## config.mk

```make
export PLATFORM = sky130hd
export DESIGN_NAME = am_search_ctrl
export DESIGN_NICKNAME = d
export VERILOG_FILES = /design/src/rtl/am_search_ctrl.sv
export SDC_FILE = /design/constraint.sdc
export NUM_CORES = 1
export LEC_CHECK = 0
export ABC_AREA = 1
export CORE_MARGIN = 1
export CORE_UTILIZATION = 40
export CTS_CLUSTER_SIZE = 25
export DETAILED_ROUTE_END_ITERATION = 8
export DONT_BUFFER_PORTS = 1
export RECOVER_POWER = 50
export SETUP_SLACK_MARGIN = 0.4
export SLEW_MARGIN = 20
export SYNTH_ARGS = -nofsm -noshare
export SYNTH_HDL_FRONTEND = slang
export SYNTH_HIERARCHICAL = 1
export SYNTH_SLANG_ARGS = --single-unit
export TNS_END_PERCENT = 30
```

## constraint.sdc

```tcl
create_clock -name clk_i -period 4.7 [get_ports clk_i]
set_input_delay 1.41 -clock clk_i [delete_from_list [all_inputs] [get_ports clk_i]]
set_output_delay 1.41 -clock clk_i [all_outputs]
set_load 0.03 [all_outputs]
```

## src/rtl/am_search_ctrl.sv

```systemverilog
// Associative-memory search sequencer: issues row reads with bounded outstanding
// depth, tracks the first-seen maximum score, and reports the winning row.

module am_search_ctrl_chk #(
  parameter int AW              = 13,
  parameter int MAX_OUTSTANDING = 4
) (
  input logic          clk,
  input logic          rst,
  input logic          am_rd_en,
  input logic          am_stall,
  input logic          busy,
  input logic          done,
  input logic [AW-1:0] outstanding
);
  localparam logic [AW-1:0] MAX_OUT = AW'(MAX_OUTSTANDING);

  a_no_read_when_stalled: assert property (@(posedge clk) disable iff (rst)
    am_rd_en |-> !am_stall);

  a_outstanding_bounded: assert property (@(posedge clk) disable iff (rst)
    outstanding <= MAX_OUT);

  a_done_single_cycle: assert property (@(posedge clk) disable iff (rst)
    done |=> !done);

  a_read_only_when_busy: assert property (@(posedge clk) disable iff (rst)
    am_rd_en |-> busy);
endmodule

module am_search_ctrl #(
  parameter int N               = 2048,
  parameter int AM_ADDR_WIDTH   = 13,
  parameter int SCORE_W         = $clog2(N),
  parameter int MAX_OUTSTANDING = 4
) (
  input  logic                     clk_i,
  input  logic                     rst_i,
  input  logic                     start_i,
  input  logic [AM_ADDR_WIDTH-1:0] base_addr_i,
  input  logic [AM_ADDR_WIDTH-1:0] num_rows_i,
  input  logic                     abort_i,
  input  logic                     am_stall_i,
  output logic                     am_rd_en_o,
  output logic [AM_ADDR_WIDTH-1:0] am_addr_o,
  input  logic                     res_valid_i,
  input  logic [SCORE_W-1:0]       res_score_i,
  input  logic [AM_ADDR_WIDTH-1:0] res_addr_i,
  output logic                     busy_o,
  output logic                     done_o,
  output logic [AM_ADDR_WIDTH-1:0] best_addr_o,
  output logic [SCORE_W-1:0]       best_score_o,
  output logic                     err_o
);
  localparam int AW = AM_ADDR_WIDTH;
  localparam logic [AW-1:0] ZERO    = AW'(0);
  localparam logic [AW-1:0] ONE     = AW'(1);
  localparam logic [AW-1:0] MAX_OUT = AW'(MAX_OUTSTANDING);

  typedef enum logic [2:0] {
    IDLE  = 3'd0,
    ISSUE = 3'd1,
    WAIT  = 3'd2,
    FLUSH = 3'd3,
    DONE  = 3'd4
  } state_t;

  state_t state;
  state_t state_next;

  logic [AW-1:0] base;
  logic [AW-1:0] num;
  logic [AW-1:0] issued;
  logic [AW-1:0] received;
  logic [AW-1:0] outstanding;
  logic [AW-1:0] rd_addr;
  logic [AW-1:0] last_addr;
  logic          accept;
  logic          fire;
  logic          in_search;
  logic          res_take;
  logic          stray;
  logic          load_best;

  assign accept      = (state == IDLE) && start_i;
  assign outstanding = issued - received;
  assign rd_addr     = base + issued;
  assign in_search   = (state == ISSUE) || (state == WAIT) || (state == FLUSH);

  // abort_i gates the strobe combinationally so no read escapes in the abort cycle
  assign fire = (state == ISSUE) && !am_stall_i && !abort_i &&
                (outstanding < MAX_OUT) && (issued != num);

  // A result with nothing in flight can only be stray, whatever the state
  assign res_take  = res_valid_i && in_search && (outstanding != ZERO);
  assign stray     = res_valid_i && !res_take;
  assign load_best = res_take && (state != FLUSH) &&
                     ((received == ZERO) || (res_score_i > best_score_o));

  assign am_rd_en_o = fire;
  assign am_addr_o  = fire ? rd_addr : last_addr;

  // Next-state decode
  always_comb begin
    state_next = state;
    case (state)
      IDLE: begin
        if (start_i) begin
          if (num_rows_i == ZERO) begin
            state_next = DONE;
          end else begin
            state_next = ISSUE;
          end
        end else begin
          state_next = IDLE;
        end
      end
      ISSUE: begin
        if (abort_i) begin
          state_next = FLUSH;
        end else if (fire && ((issued + ONE) == num)) begin
          state_next = WAIT;
        end else begin
          state_next = ISSUE;
        end
      end
      WAIT: begin
        if (abort_i) begin
          state_next = FLUSH;
        end else if (res_take && ((received + ONE) == num)) begin
          state_next = DONE;
        end else begin
          state_next = WAIT;
        end
      end
      FLUSH: begin
        if ((outstanding == ZERO) || (res_take && (outstanding == ONE))) begin
          state_next = IDLE;
        end else begin
          state_next = FLUSH;
        end
      end
      DONE:    state_next = IDLE;
      default: state_next = IDLE;
    endcase
  end

  // State register
  always_ff @(posedge clk_i or posedge rst_i) begin
    if (rst_i) begin
      state <= IDLE;
    end else begin
      state <= state_next;
    end
  end

  // Search window and issue/receive counters
  always_ff @(posedge clk_i or posedge rst_i) begin
    if (rst_i) begin
      base     <= ZERO;
      num      <= ZERO;
      issued   <= ZERO;
      received <= ZERO;
    end else if (accept) begin
      base     <= base_addr_i;
      num      <= num_rows_i;
      issued   <= ZERO;
      received <= ZERO;
    end else begin
      if (fire) begin
        issued <= issued + ONE;
      end
      if (res_take) begin
        received <= received + ONE;
      end
    end
  end

  // Last issued address, shown on am_addr_o between fires
  always_ff @(posedge clk_i or posedge rst_i) begin
    if (rst_i) begin
      last_addr <= ZERO;
    end else if (fire) begin
      last_addr <= rd_addr;
    end
  end

  // Argmax tracking; strict compare keeps the earliest row on ties
  always_ff @(posedge clk_i or posedge rst_i) begin
    if (rst_i) begin
      best_addr_o  <= ZERO;
      best_score_o <= SCORE_W'(0);
    end else if (accept) begin
      best_addr_o  <= (num_rows_i == ZERO) ? base_addr_i : ZERO;
      best_score_o <= SCORE_W'(0);
    end else if (load_best) begin
      best_addr_o  <= res_addr_i;
      best_score_o <= res_score_i;
    end
  end

  // Sticky protocol error; a stray in the start cycle still raises it
  always_ff @(posedge clk_i or posedge rst_i) begin
    if (rst_i) begin
      err_o <= 1'b0;
    end else if (stray) begin
      err_o <= 1'b1;
    end else if (accept) begin
      err_o <= 1'b0;
    end
  end

  // Registered status flags
  always_ff @(posedge clk_i or posedge rst_i) begin
    if (rst_i) begin
      busy_o <= 1'b0;
      done_o <= 1'b0;
    end else begin
      busy_o <= (state_next == ISSUE) || (state_next == WAIT) || (state_next == FLUSH);
      done_o <= (state_next == DONE);
    end
  end

  am_search_ctrl_chk #(
    .AW              (AW),
    .MAX_OUTSTANDING (MAX_OUTSTANDING)
  ) u_chk (
    .clk         (clk_i),
    .rst         (rst_i),
    .am_rd_en    (am_rd_en_o),
    .am_stall    (am_stall_i),
    .busy        (busy_o),
    .done        (done_o),
    .outstanding (outstanding)
  );
endmodule
```

==> flow_metrics.tcl, run 1 <==
set metrics [dict create \
    grt_antenna_before_repair 0 \
    syn_area_mm2 0.00685 \
    hold_viol 0 \
    clock_latency_ns 0.36 \
    critPathLaunch "received[0]" \
    yosysUniqueCellTypes 37 \
    htreeDepth 3 \
    synthArstFlopShare_pct 100 \
    root_buffer "clkbuf_16" \
    path_clk_slew_ns 0.06 \
    crit_type "flip-flop to primary output" \
    tightest_slew_ns 2.11 \
    cts_buffers 9 \
    report.final.slew_viol_count 45 \
    fin_util_pct 46.9 \
    wl_met2_mm 9.08 \
    finalClockSkew_ns 0.0109 \
    rrSetupSlack_ns 1.75 \
    peakVddDrop_v 0.000259 \
    fillCellCount 1758 \
    cp.required_ns 3.29 \
    chipWidth_um 133 \
    synth_area_leader_cell "dfrtp_1" \
    initial_core_util_pct 41.1 \
    area_growth_pct 14.0 \
    wl_met1_mm 8.92 \
    crit_end "am_addr_o[6]" \
    worstPathMaxFanout 13 \
    start_kind "flip-flop" \
    p_leak_nw 3.97 \
    gp_congestion 0.918 \
    status "finished, violations left" \
    dp_slack_ns 0.327 \
    post_drt_wl_per_cell_um 15.5 \
    vias 6401 \
    synth_warnings 6 \
    finalCritPeriodShare_pct 89.7 \
    synth_most_common_cell "nand2_1" \
    end_kind "primary output" \
    synthFlopType "dfrtp_1" \
    power_density_mw_per_mm2 606 \
    ant_nets 0 \
    setup_tns_ns 0 \
    layout_min_cycle_time_ns 4.21 \
    pin_count 97 \
    worstReg2RegEnd "best_score_o[8]" \
    io_buffers 0 \
    crit-reg2reg-launch "received[0]" \
    cts.sinks 95 \
    syn_inst 998 \
    syn_nets 1094 \
    relSlewSlack_pct -41.5 \
    drc 0 \
    setup_ws_ns 0.486 \
    synth.top_cell.area_share_pct 34.7 \
    ys_ff_latch 95 \
    met3_length_um 942 \
    antennaDiodeCount 0 \
    tritoncts "yes" \
    grt_usage_pct 22.7 \
    grt_first_pass_wirelength_mm 31.1 \
    multi_input_area_mm2 0.00402 \
    synth-edff-count 0 \
    drive_gt1_share_pct 12.3 \
    dieHeight_um 133 \
    core_area_mm2 0.0166 \
    synth_area_per_cell_um2 6.86 \
    synthTopCellsByCount "nand2_1 (353), inv_1 (129), dfrtp_1 (95), nand3_1 (85), nor2_1 (64)" \
    drtIter0Drc 444 \
    max_freq_mhz 237 \
    grt_pass1_vias 6015 \
    hp-class "flip-flop to flip-flop" \
    drt-pass1-iter-count 5 \
    final-setup-viol-count 0 \
    dieArea_mm2 0.0176 \
    arrival_ns 2.80 \
    avgViaCountPerCell 5.14 \
    cts_max_path_buffers 2 \
    dp_hpwl_mm 14.9 \
    num_rows 47 \
    route.final.wire_length_mm 19.3 \
    cap_viol_max_count 1 \
    rsz0062_at_grt "true" \
    violations "capacitance limit, slew limit" \
    grt_max_degree 62 \
    register_area_mm2 0.00239 \
    synth_area_leaders "dfrtp_1 (35%), nand2_1 (19%), inv_1 (7.1%)" \
    highest_layer "met4" \
    gr-total-overflow 0 \
    rr_worst_depth 18 \
    ys_seq_area_share_pct 34.7 \
    fin_nets 1116 \
    cts_hold_buf 0 \
]
-- worst min-delay path by stage --
stage	startpoint	end	slack, ns	depth (start not counted)
2_1_floorplan	base[0]	base[0]	0.46	2
3_3_place_gp	base[5]	base[5]	0.48	2
3_5_place_dp	base[7]	base[7]	0.49	2
4_1_cts	base[5]	base[5]	0.51	2
5_1_grt	base[2]	base[2]	0.53	2
6_report	base[8]	base[8]	0.50	2
-- metal layers --
metal | track usage (%) | vias to the layer above
li1 | - | 3271
met1 | 30.9 | 2939
met2 | 36.7 | 170
met3 | 3.37 | 21
met4 | 7.79 | 0
met5 | 0 | -
-- flip-flops by register name (all words and copies together) (netlist names) --
name and count:
base 13, best_addr_o 13, issued 13, last_addr 13, num 13, received 13, best_score_o 11, state 3
busy_o 1, done_o 1, err_o 1
-- what timing repair did --
action	4_1_cts	5_1_grt
resized for setup	24	62
gates cloned	0	1
setup endpoints to repair	14	14
pin swaps	0	12
setup buffers	1	13
-- through the flow --
| stage | hold WS [ns] | power (mW) | instance area, um2 | cells |
|---|---|---|---|---|
| 2_1_floorplan | 0.455 | 3.27 | 6850 | 998 |
| 3_3_place_gp | 0.481 | 3.79 | 7130 | 1214 |
| 3_5_place_dp | 0.491 | 3.80 | 7130 | 1214 |
| 4_1_cts | 0.507 | 4.60 | 7500 | 1231 |
| 5_1_grt | 0.533 | 5.15 | 7800 | 1245 |
| 6_report | 0.501 | 4.73 | 7800 | 1245 |
-- final cells by class --
class | instances | area share (%)
clock buffer | 10 | 3.06
inverter | 134 | 6.56
multi-input combinational | 746 | 51.6
clock inverter | 6 | 0.866
sequential | 95 | 30.7
timing repair buffer | 34 | 3.75
tap | 220 | 3.53
-- worst max-delay path, stage by stage, from the launching register on --
cell and delay [ns]:
dfrtp_1 0.42, ha_4 0.18, fa_2 0.42, xor2_1 0.28, nand2_1 0.09, inv_1 0.05, nand3_1 0.05, nor2_1 0.11
nand3_2 0.12, nor3_4 0.27, nand2_8 0.13, o21ai_1 0.14, buf_4 0.18
-- cell families after synthesis --
| family | share of synthesized area [%] |
|---|---|
| adders and majority gates | 7.53 |
| buffers and inverters | 9.35 |
| DFF | 34.7 |
| xor gates and xnor gates | 4.29 |
| AOI/OAI and AO/OA | 9.94 |
| and+or+nand+nor | 34.2 |
-- power breakdown --
part,switching (mW),leakage [nW],total [mW],internal (mW)
clock,0.335,0.145,0.764,0.429
combinational,1.55,2.61,2.41,0.862
sequential,0.472,1.21,1.56,1.09
-- layout by cell type (no fill, tap or decap), types with 23 or more instances in the layout --
| cell type | n |
|---|---|
| nand2_1 | 347 |
| inv_1 | 122 |
| a21oi_1 | 25 |
| buf_4 | 26 |
| xor2_1 | 23 |
| dfrtp_1 | 82 |
| nand3_1 | 82 |
| nor2_1 | 59 |
| ha_1 | 30 |
| o21ai_0 | 46 |
No activity file was read; power rests on OpenSTA's default activity.
==> run 2: changes to the inputs <==
--- a/constraint.sdc
+++ b/constraint.sdc
@@ -3,2 +3,2 @@
 set_output_delay 1.41 -clock clk_i [all_outputs]
-set_load 0.03 [all_outputs]
+set_load 0.05 [all_outputs]
==> run 2 against run 1 <==
Against the previous run:
- the run still ends with capacitance limit, slew limit left
- non-clock buffer count rose by 10
- register-to-register slack worse by 0.63 ns
- maximum frequency is 1.3% lower
- cell count grew 0.88%
==> flow_metrics.tcl, run 2 (synthesized netlist as in run 1, its figures left out) <==
set metrics [dict create \
    tightest_slew_ns 2.18 \
    core_area_mm2 0.0166 \
    cp.required_ns 3.29 \
    path_clk_slew_ns 0.07 \
    antennaDiodeCount 0 \
    rsz0062_at_grt "true" \
    initial_core_util_pct 41.1 \
    sw_frac_of_total_pct 51.9 \
    gr-total-overflow 0 \
    p_leak_nw 4.03 \
    post_drt_wl_per_cell_um 15.9 \
    grt_max_degree 51 \
    violations "capacitance limit, slew limit" \
    arrival_ns 2.86 \
    dp_hpwl_mm 15.1 \
    num_rows 47 \
    crit_type "flip-flop to primary output" \
    route.final.wire_length_mm 20.0 \
    ant_nets 0 \
    htreeDepth 3 \
    p_seq_share_pct 34.8 \
    peakVddDrop_v 0.000273 \
    setup_tns_ns 0 \
    hold_viol 0 \
    final-setup-viol-count 0 \
    final_common_cell "nand2_1" \
    drc 0 \
    grt_antenna_before_repair 0 \
    chipWidth_um 133 \
    cts_max_path_buffers 2 \
    power_frac_comb_pct 51.0 \
    cts_hold_buf 0 \
    finalCritPeriodShare_pct 90.9 \
    end_kind "primary output" \
    worstPathMaxFanout 6 \
    drtIter0Drc 560 \
    io_buffers 0 \
    tritoncts "yes" \
    drive_gt1_share_pct 13.2 \
    dpl_cell_area_mm2 0.00719 \
    layout_min_cycle_time_ns 4.27 \
    pin_count 97 \
    finalClockSkew_ns 0.0114 \
    fin_nets 1127 \
    status "finished, violations left" \
    power_switching_mw 2.51 \
    final_cells 1256 \
    hp-class "flip-flop to flip-flop" \
    cts.sinks 95 \
    gp_congestion 0.888 \
    power.internal_mw 2.33 \
    relSlewSlack_pct -45.9 \
    report.final.slew_viol_count 117 \
    p_clk_share_pct 14.2 \
    root_buffer "clkbuf_16" \
    final_area_mm2 0.00790 \
    final_cell_mix "nand2_1 (344), inv_1 (120), dfrtp_1 (88), nand3_1 (83), nor2_1 (55)" \
    vias 6529 \
    area_growth_pct 15.4 \
    grt_usage_pct 23.0 \
    grt_first_pass_wirelength_mm 31.5 \
    rrSetupSlack_ns 1.12 \
    grt_pass1_vias 6031 \
    drt-pass1-iter-count 5 \
    place_inst 1221 \
    clock_latency_ns 0.36 \
    dieArea_mm2 0.0176 \
    cap_viol_max_count 3 \
    dieHeight_um 133 \
    start_kind "flip-flop" \
    avgViaCountPerCell 5.20 \
    power_density_mw_per_mm2 613 \
    max_freq_mhz 234 \
    cts_buffers 9 \
]
==> run 2: critical path, stage by stage (launching register included) <==
cell     delay, ns
dfrtp_1       0.36
inv_2         0.07
ha_4          0.16
fa_2          0.36
inv_2         0.10
buf_4         0.12
nand2_1       0.07
nand4_1       0.14
nand3_2       0.09
nor2_2        0.12
nand3_2       0.12
nor3_4        0.25
buf_6         0.16
nand2_8       0.07
o21ai_2       0.14
buf_6         0.17
==> run 2: routing by layer <==
layer	global-route usage, %	vias up	wire [um]
li1	-	3293	-
met1	30.9	3050	9100
met2	37.2	160	9370
met3	3.68	26	1110
met4	8.75	0	445
met5	0	-	0
==> run 2: final cells by class <==
class	count	area, um2
multi-input combinational	747	4060
inverter	134	510
clock inverter	5	33.8
tap	220	275
sequential	95	2390
fill	1736	8740
clock buffer	11	233
timing repair buffer	44	404
==> run 2: metrics by stage <==
| step | utilization [%] | power [mW] | hold slack (ns) | worst slack, ns |
|---|---|---|---|---|
| 2_1_floorplan | - | 3.42 | 0.455 | 0.0807 |
| 3_3_place_gp | 43.2 | 3.96 | 0.485 | 0.334 |
| 3_5_place_dp | 43.2 | 3.97 | 0.482 | 0.304 |
| 4_1_cts | 45.9 | 4.73 | 0.501 | 0.391 |
| 5_1_grt | 47.5 | 5.27 | 0.512 | 0.186 |
| 6_report | 47.5 | 4.84 | 0.495 | 0.429 |
==> run 2: worst paths after layout <==
path	start	to	cells past startpoint
min in group asynchronous	rst_i	best_score_o[10]	1
max in group asynchronous	rst_i	received[1]	2
min reg2reg	base[2]	base[2]	2
min	base[2]	base[2]	2
max reg2reg	state[2]	issued[1]	5
max	issued[0]	am_addr_o[1]	15
==> run 2: power groups by stage <==
| stage | logic [mW] | registers, mW | clock network [mW] |
|---|---|---|---|
| floorplan | 1.81 | 1.61 | 0 |
| global placement | 2.26 | 1.70 | 0 |
| detailed placement | 2.27 | 1.70 | 0 |
| CTS | 2.34 | 1.69 | 0.700 |
| global route | 2.81 | 1.72 | 0.733 |
| finish | 2.47 | 1.69 | 0.687 |
==> run 2: timing repair <==
| item | 4_1_cts | 5_1_grt |
|---|---|---|
| buffers inserted | 8 | 10 |
| resized for setup | 36 | 51 |
| setup endpoints to repair | 14 | 14 |
| cloned | 0 | 1 |
| pin swaps | 11 | 16 |
